**src/rtl/dbus_rd_seq.sv**
```systemverilog
// Read sequencer: splits one 8/16/32/64-bit read into memory-width beats and steers datapath lanes.
// Optional `DBUS_RD_TIMEOUT_EN adds a WAIT-cycle watchdog that aborts via an ERR state.
module dbus_rd_seq #(
    parameter int unsigned TIMEOUT = 64
) (
    input  logic       clk,
    input  logic       resetl,
    input  logic       start,
    input  logic [1:0] size,
    input  logic [2:0] offset,
    input  logic [1:0] mwidth,
    input  logic       ourack,
    output logic       mreq,
    output logic [2:0] beat_addr,
    output logic [7:0] dinlatch,
    output logic [2:0] dmuxu,
    output logic [2:0] dmuxd,
    output logic       dren,
    output logic       busy,
    output logic       done,
    output logic       err
);

    if (TIMEOUT < 1) begin : g_bad_timeout
        $error("dbus_rd_seq: TIMEOUT must be at least 1");
    end

    typedef enum logic [1:0] {
        IDLE  = 2'd0,
        WAIT  = 2'd1,
        DRIVE = 2'd2,
        ERR   = 2'd3
    } state_t;

    state_t     state;
    logic [2:0] base_q;
    logic [1:0] blg_q;
    logic [1:0] wlg_q;
    logic [2:0] last_q;
    logic [2:0] k_q;

`ifdef DBUS_RD_TIMEOUT_EN
    localparam int unsigned TW = $clog2(TIMEOUT + 1);
    logic [TW-1:0] tcnt_q;
`endif

    // Clear the low address bits covered by a 2^lg-byte unit.
    function automatic logic [2:0] align_down(input logic [2:0] a, input logic [1:0] lg);
        return a & ~3'((4'd1 << lg) - 4'd1);
    endfunction

    logic [1:0] blg_c;
    logic [2:0] last_c;
    logic [2:0] base_c;
    logic [2:0] k_nx;
    logic [2:0] dest_nx;

    always_comb begin
        blg_c   = (size < mwidth) ? size : mwidth;
        last_c  = 3'((4'd1 << (size - blg_c)) - 4'd1);
        base_c  = align_down(offset, size);
        k_nx    = 3'(k_q + 3'd1);
        dest_nx = 3'(base_q + 3'(k_nx << blg_q));
    end

    // Only unregistered output: lane enables follow ourack within the beat.
    logic [7:0] lane_mask;

    always_comb begin
        lane_mask = 8'h00;
        case (blg_q)
            2'd0: lane_mask = 8'h01;
            2'd1: lane_mask = 8'h03;
            2'd2: lane_mask = 8'h0F;
            2'd3: lane_mask = 8'hFF;
            default: lane_mask = 8'h00;
        endcase
        dinlatch = 8'h00;
        if (state == WAIT && ourack) begin
            dinlatch = 8'(lane_mask << beat_addr);
        end
    end

    always_ff @(posedge clk or negedge resetl) begin
        if (!resetl) begin
            state     <= IDLE;
            base_q    <= 3'd0;
            blg_q     <= 2'd0;
            wlg_q     <= 2'd0;
            last_q    <= 3'd0;
            k_q       <= 3'd0;
            mreq      <= 1'b0;
            beat_addr <= 3'd0;
            dmuxu     <= 3'd0;
            dmuxd     <= 3'd0;
            dren      <= 1'b0;
            busy      <= 1'b0;
            done      <= 1'b0;
            err       <= 1'b0;
`ifdef DBUS_RD_TIMEOUT_EN
            tcnt_q    <= '0;
`endif
        end else begin
            dren <= 1'b0;
            done <= 1'b0;
            err  <= 1'b0;
            case (state)
                IDLE: begin
                    if (start) begin
                        state     <= WAIT;
                        base_q    <= base_c;
                        blg_q     <= blg_c;
                        wlg_q     <= mwidth;
                        last_q    <= last_c;
                        k_q       <= 3'd0;
                        mreq      <= 1'b1;
                        busy      <= 1'b1;
                        beat_addr <= base_c;
                        dmuxu     <= align_down(base_c, mwidth);
                        dmuxd     <= base_c;
`ifdef DBUS_RD_TIMEOUT_EN
                        tcnt_q    <= '0;
`endif
                    end
                end
                WAIT: begin
                    if (ourack) begin
`ifdef DBUS_RD_TIMEOUT_EN
                        tcnt_q <= '0;
`endif
                        if (k_q == last_q) begin
                            state     <= DRIVE;
                            mreq      <= 1'b0;
                            beat_addr <= 3'd0;
                            dmuxu     <= 3'd0;
                            dren      <= 1'b1;
                            done      <= 1'b1;
                        end else begin
                            k_q       <= k_nx;
                            beat_addr <= dest_nx;
                            dmuxu     <= align_down(dest_nx, wlg_q);
                        end
                    end
`ifdef DBUS_RD_TIMEOUT_EN
                    else if (tcnt_q == TW'(TIMEOUT - 1)) begin
                        state     <= ERR;
                        mreq      <= 1'b0;
                        beat_addr <= 3'd0;
                        dmuxu     <= 3'd0;
                        err       <= 1'b1;
                        done      <= 1'b1;
                    end else begin
                        tcnt_q <= TW'(tcnt_q + 1'b1);
                    end
`endif
                end
                DRIVE, ERR: begin
                    state <= IDLE;
                    busy  <= 1'b0;
                    dmuxd <= 3'd0;
                    k_q   <= 3'd0;
                end
                default: state <= IDLE;
            endcase
        end
    end

endmodule

```
**config.mk**
```make
export PLATFORM = sky130hd
export DESIGN_NAME = dbus_rd_seq
export DESIGN_NICKNAME = d
export VERILOG_FILES = /design/src/rtl/dbus_rd_seq.sv
export SDC_FILE = /design/constraint.sdc
export NUM_CORES = 1
export LEC_CHECK = 0
export ABC_AREA = 1
export CAP_MARGIN = 20
export CORE_MARGIN = 4
export CORE_UTILIZATION = 35
export DETAILED_ROUTE_END_ITERATION = 6
export PLACE_DENSITY = 0.63
export SYNTH_ARGS = -nofsm -noshare
export SYNTH_HDL_FRONTEND = slang
export SYNTH_SLANG_ARGS = --single-unit
```
**constraint.sdc**
```tcl
create_clock -name clk -period 2.1 [get_ports clk]
set_input_delay 0.315 -clock clk [delete_from_list [all_inputs] [get_ports clk]]
set_output_delay 0.315 -clock clk [all_outputs]
set_load 0.02 [all_outputs]
```
# Word-level counts from Yosys, hierarchy flattened
# Cells that the tools add are included.
# W data, S select, Z words.
[classes]
add_sub_neg = 7
mul = 0
n_div = 0
order_cmp = 1
n_eq_ne = 11
n_shift = 6
muxes = 28
bitwise = 6
n_reduce_logical = 12
[ops]
columns = ["cell", "count"]
rows = [
  ["$pmux W8 S4", 1],
  ["$mux W3", 9],
  ["$pmux W3 S2", 3],
  ["$shl A1 B2 Y3 const A", 4],
  ["$sub A3 B1 Y3 const B", 4],
  ["$and A3 B3 Y3", 3],
  ["$not A3 Y3", 3],
  ["$pmux W3 S3", 1],
  ["$reduce_and A3 Y1", 3],
  ["$eq A2 B2 Y1 const B", 4],
  ["$mux W2", 4],
  ["$mux W8", 1],
  ["$shl A8 B3 Y8", 1],
  ["$mux W1", 6],
  ["$ne A2 B2 Y1 const B", 3],
  ["$pmux W2 S3", 1],
  ["$eq A2 B1 Y1 const B", 2],
  ["$logic_not A2 Y1", 2],
  ["$pmux W1 S2", 2],
  ["$reduce_and A2 Y1", 2],
  ["$reduce_and A4 Y1", 1],
  ["$reduce_bool A2 Y1", 2],
  ["$add A3 B1 Y3 const B", 1],
  ["$add A3 B3 Y3", 1],
  ["other kinds (7)", 7],
]
[totals]
ff_bits = 27
latch_bits = 0
mem_bits_rw = 0
mem_bits_ro = 0
in_bits = 11
output_inout_bits = 22
mem_count = 0

# Depth between registers and ports, before layout
[depth]
word_depth = 7
mapped_depth = 11
ltp_nobuf = 10

# Least setup slack after synthesis
# OpenSTA, ideal clock, no wires.
[synth_path]
path_type = "reg-to-reg"
startpoint = "register k_q[0]"
endpoint = "register beat_addr[2]"
setup_time_ns = 0.118
t_arrival_ns = 1.735
required_time_ns = 1.982
slack_ns = 0.247
stages_incl_launch_ff = 10
cell_sequence = "dfrtp_1 -> ha_1 -> o21ai_0 -> fa_1 -> xor2_1 -> inv_1 -> nand2_1 -> nand2_1 -> a21oi_1 -> nor2_1"
[synth_via]
elab_chain_len = 6
word_cells_on_any_way = 7
classes_between = "2 x add/sub; 1 x eq/ne; 1 x shift; 3 x mux"
[synth_lines]
columns = ["element", "line", "text"]
rows = [
  ["from (decl)", "40", "logic [2:0] k_q;"],
  ["from (signal assigned)", "139", "k_q <= k_nx;"],
  ["$add A3 B1 Y3", "62", "k_nx = 3'(k_q + 3'd1);"],
  ["$shl A3 B2 Y3", "63", "dest_nx = 3'(base_q + 3'(k_nx << blg_q));"],
  ["$add A3 B3 Y3", "63", ""],
  ["$mux W3 (*)", "131", "if (k_q == last_q) begin"],
  ["$mux W3 (*)", "127", "if (ourack) begin"],
  ["$pmux W3 S2 (*)", "107", "case (state)"],
  ["to (signal assigned)", "118", "beat_addr <= base_c;"],
  ["to (signal assigned)", "140", "beat_addr <= dest_nx;"],
  ["to (decl)", "14", "output logic [2:0] beat_addr,"],
]
# Every way passes the cells marked *; elsewhere a longest branch is shown, timed or not. The select of a mux whose other input is x is not followed.
# A chain may end at the register's enable or synchronous reset.

# Worst setup path in the final report
[layout_path]
startpoint = "register state[1]"
endpoint = "output dinlatch[7]"
[layout_via]
elab_chain_len = 3
[layout_lines]
columns = ["element", "line", "text"]
rows = [
  ["from (decl)", "35", "state_t state;"],
  ["from (signal assigned)", "86", "state <= IDLE;"],
  ["from (signal assigned)", "110", "state <= WAIT;"],
  ["from (signal assigned)", "132", "state <= DRIVE;"],
  ["$eq A2 B1 Y1", "79", "if (state == WAIT && ourack) begin"],
  ["$logic_and A1 B1 Y1", "79", ""],
  ["$mux W8", "79", ""],
  ["to (decl)", "15", "output logic [7:0] dinlatch,"],
]
# Every way passes these cells.

==> key figures <==
Placed design
  • Port buffer count: 31
  • DP Worst Slack: -0.134 ns
  • DP HPWL: 2790 um
  • Placer congestion estimate: 0.861

GRT
  • Global-route wire length before repair: 6290 um
  • Initial antenna violation count: 0
  • GRT Util Overall: 0.144
  • Number of global-route vias before repair: 1,348
  • Pin count of the biggest net entering global routing: 28
  • Gr ovfl total: 0

Setup path
  • CP Max Fanout: 5
  • Worst setup SP type: register
  • Worst R2R Setup Slack: 0.16 ns
  • Worst Setup End Kind: output pin
  • WP data arrival: 1.66 ns
  • CP endpoint: dinlatch[7]
  • Worst R2R End: dmuxu[2]
  • Worst r2r path cells: 9
  • Crit path launch: state[1]
  • Reg2reg start: blg_q[1]
  • Setup Crit Path Kind: reg2out
  • CP required: 1.78 ns

Power and ir drop
  • Internal power: 1750 uW
  • P_sw: 1590 uW
  • Leakage Power: 0.00101 uW
  • Gate power share: 0.612
  • Worst ir drop on vdd: 0.707 mV
  • Sequential share of power: 0.296
  • PwrDens: 1610 nW/um^2
  • Switching part of the total: 0.476
  • Clk pwr share: 0.092

Floorplan
  • Initial Util: 0.363
  • Die Ht: 75.2 um
  • Core ar.: 4350 um^2
  • Die X: 75.2 um
  • Die area: 5650 um^2
  • Boundary Pins: 33
  • Number of cell rows: 24

Flow run
  • Max Cap Viol: 0

STA
  • Final slew viol count: 0
  • Final min period: 1.98 ns
  • Hold_ws: 0.407 ns
  • Max Clk Rate: 0.506 GHz
  • Clock Skew: 0.00236 ns
  • # setup viols final: 0
  • Final Cycle Share: 0.941
  • Final setup margin: 0.123 ns
  • Hold Violations, Final: 0

Layout
  • Final nets: 262
  • Filler instances: 444
  • Area of the multi-input gates: 805 um^2
  • Register area: 679 um^2
  • Inserted Diodes: 0
  • Share of cells above drive strength 1: 0.206
  • Layout Utilization: 0.475
  • Layout area overhead: 31.1%

Clocking
  • Clk sink count: 27
  • Clk slew on worst S/H paths: 0.10 ns
  • CTS Buf Count: 3
  • H-tree depth: 1
  • CTS Hold Bufs: 0
  • Clock Tree Buf Depth: 2
  • Skew-Pair Late Insertion Delay: 0.28 ns
  • CTS root buffer: clkbuf_8
  • CTS tree: yes

Detailed routing
  • Vias per Instance: 4.72
  • DRC viols: 0
  • First DRT Iteration DRCs: 73
  • Wire per inst: 12.2 um
  • Antenna-violating nets left: 0
  • DR top layer: met4
  • Drt pass-1 iters: 4
  • WL met2: 1600 um
  • DRT met1 WL: 1760 um
  • Total number of vias: 1,392
  • Met3 wire len: 231 um
  • DRT Wirelength: 3610 um

Synth
  • Gate Count Post-Synth: 200
  • Average cell area after synthesis: 7.90 um^2
  • Post-Syn Area: 1580 um^2
  • Sequential fraction of the synthesis area: 0.428
  • Netlist cell types: 32
  • Flops & latches, synth: 27
  • Synthesized Nets: 218
  • YS warnings: 0

Outcome
  • Status: finished clean

Min path
  • Worst hold path class: in2async
## how the worst min path moves through the flow
stage | endpoint | slack (ns) | depth (start not counted)
floorplan | base_q[0] | 0.02 | 0
global placement | mreq | 0.46 | 2
detailed placement | busy | 0.47 | 2
CTS | dmuxd[2] | 0.41 | 2
global route | dmuxd[2] | 0.43 | 2
finish | dmuxu[0] | 0.41 | 2
## Yosys cell counts
master	count	area, um^2
nand4_1	1	6.26
conb_1	1	3.75
a21boi_0	1	7.51
nand2_2	4	25.0
ha_1	6	75.1
a31oi_1	3	18.8
o211ai_1	1	7.51
xnor2_1	3	26.3
inv_4	2	12.5
a21oi_1	9	45.0
buf_4	2	15.0
o21bai_1	1	7.51
buf_2	3	15.0
o21ai_0	10	50.1
fa_1	1	20.0
inv_1	16	60.1
nand2_1	51	191
nor2_4	1	11.3
a21oi_2	2	17.5
nand2_4	3	33.8
nor2_1	21	78.8
dfrtp_1	27	676
clkbuf_1	1	3.75
o21a_1	1	7.51
nand3_2	2	20.0
o21ai_1	6	30.0
nor3_1	4	20.0
inv_2	4	15.0
o22a_1	1	8.76
xor2_1	2	17.5
o31ai_1	1	7.51
nand3_1	9	45.0
## per-layer routing
metal | up-vias | track usage
li1 | 725 | -
met1 | 624 | 0.209
met2 | 41 | 0.225
met3 | 2 | 0.0200
met4 | 0 | 0.0350
met5 | - | 0
## final cells by class
type | instances | area share
multi-input cells | 145 | 0.389
flip-flops and latches | 27 | 0.328
repair buffers | 45 | 0.186
inverters | 22 | 0.0423
well taps | 52 | 0.0314
clock buffers | 3 | 0.0200
clock inverters | 1 | 0.00363
## flip-flops by register name, indices dropped and copies added (netlist names), 3 cells and up
signal and flops:
base_q 3, dmuxd 3, dmuxu 3, k_q 3, last_q 3, beat_addr 3
## metrics by stage
| step | std cells | setup TNS, ns | area, um^2 | power (uW) |
|---|---|---|---|---|
| after floorplan | 200 | 0 | 1580 | 2300 |
| after CTS | 292 | 0 | 2050 | 3280 |
| after global placement | 288 | -0.605 | 2000 | 2970 |
| after global routing | 295 | -0.0592 | 2070 | 3690 |
| final | 295 | 0 | 2070 | 3340 |
| after detailed placement | 288 | -0.775 | 2000 | 2990 |
## placed cells by master (no fill, tap or decap), drive strengths merged, types with 4 or more instances in the layout
cell / netlist / routed
ha: 6 / 6
o21ai: 16 / 16
inv: 22 / 22
nor3: 4 / 4
nand2: 58 / 58
nor2: 22 / 22
dfrtp: 27 / 27
buf: 5 / 14
a21oi: 11 / 11
clkbuf: 1 / 9
nand3: 11 / 11
clkdlybuf4s50: 0 / 23
## kinds of logic (layout without fill, tap and decap cells)
kind of cell,count (synthesis),count (layout),synth area share
AND/OR/NAND/NOR,96,96,0.273
other,1,1,0.00237
adder cells (fa/ha/maj),7,7,0.0602
XOR/XNOR,5,5,0.0277
AO/OA/AOI/OAI,36,36,0.132
flip-flops,27,27,0.428
buffers and inverters,28,71,0.0769
## power by group through the flow
stage | combinational, uW | clock, uW | sequential [uW]
after floorplan | 1260 | 0 | 1040
after global placement | 1970 | 0 | 995
after detailed placement | 2000 | 0 | 997
after CTS | 1980 | 315 | 990
after global routing | 2320 | 343 | 1030
final | 2040 | 308 | 987
## critical path, stage by stage, from the launching register on
cell,delay [ns]
dfrtp_1,0.44
inv_2,0.11
nand2_4,0.07
inv_4,0.06
nand2_2,0.07
buf_4,0.13
nor3_1,0.17
dlygate4sd1_1,0.34
## what timing repair did
action | CTS | global route
setup endpoints to repair | 9 | 12
buffers inserted | 0 | 3
resized for setup | 9 | 25
(Power assumes the default switching activity.)
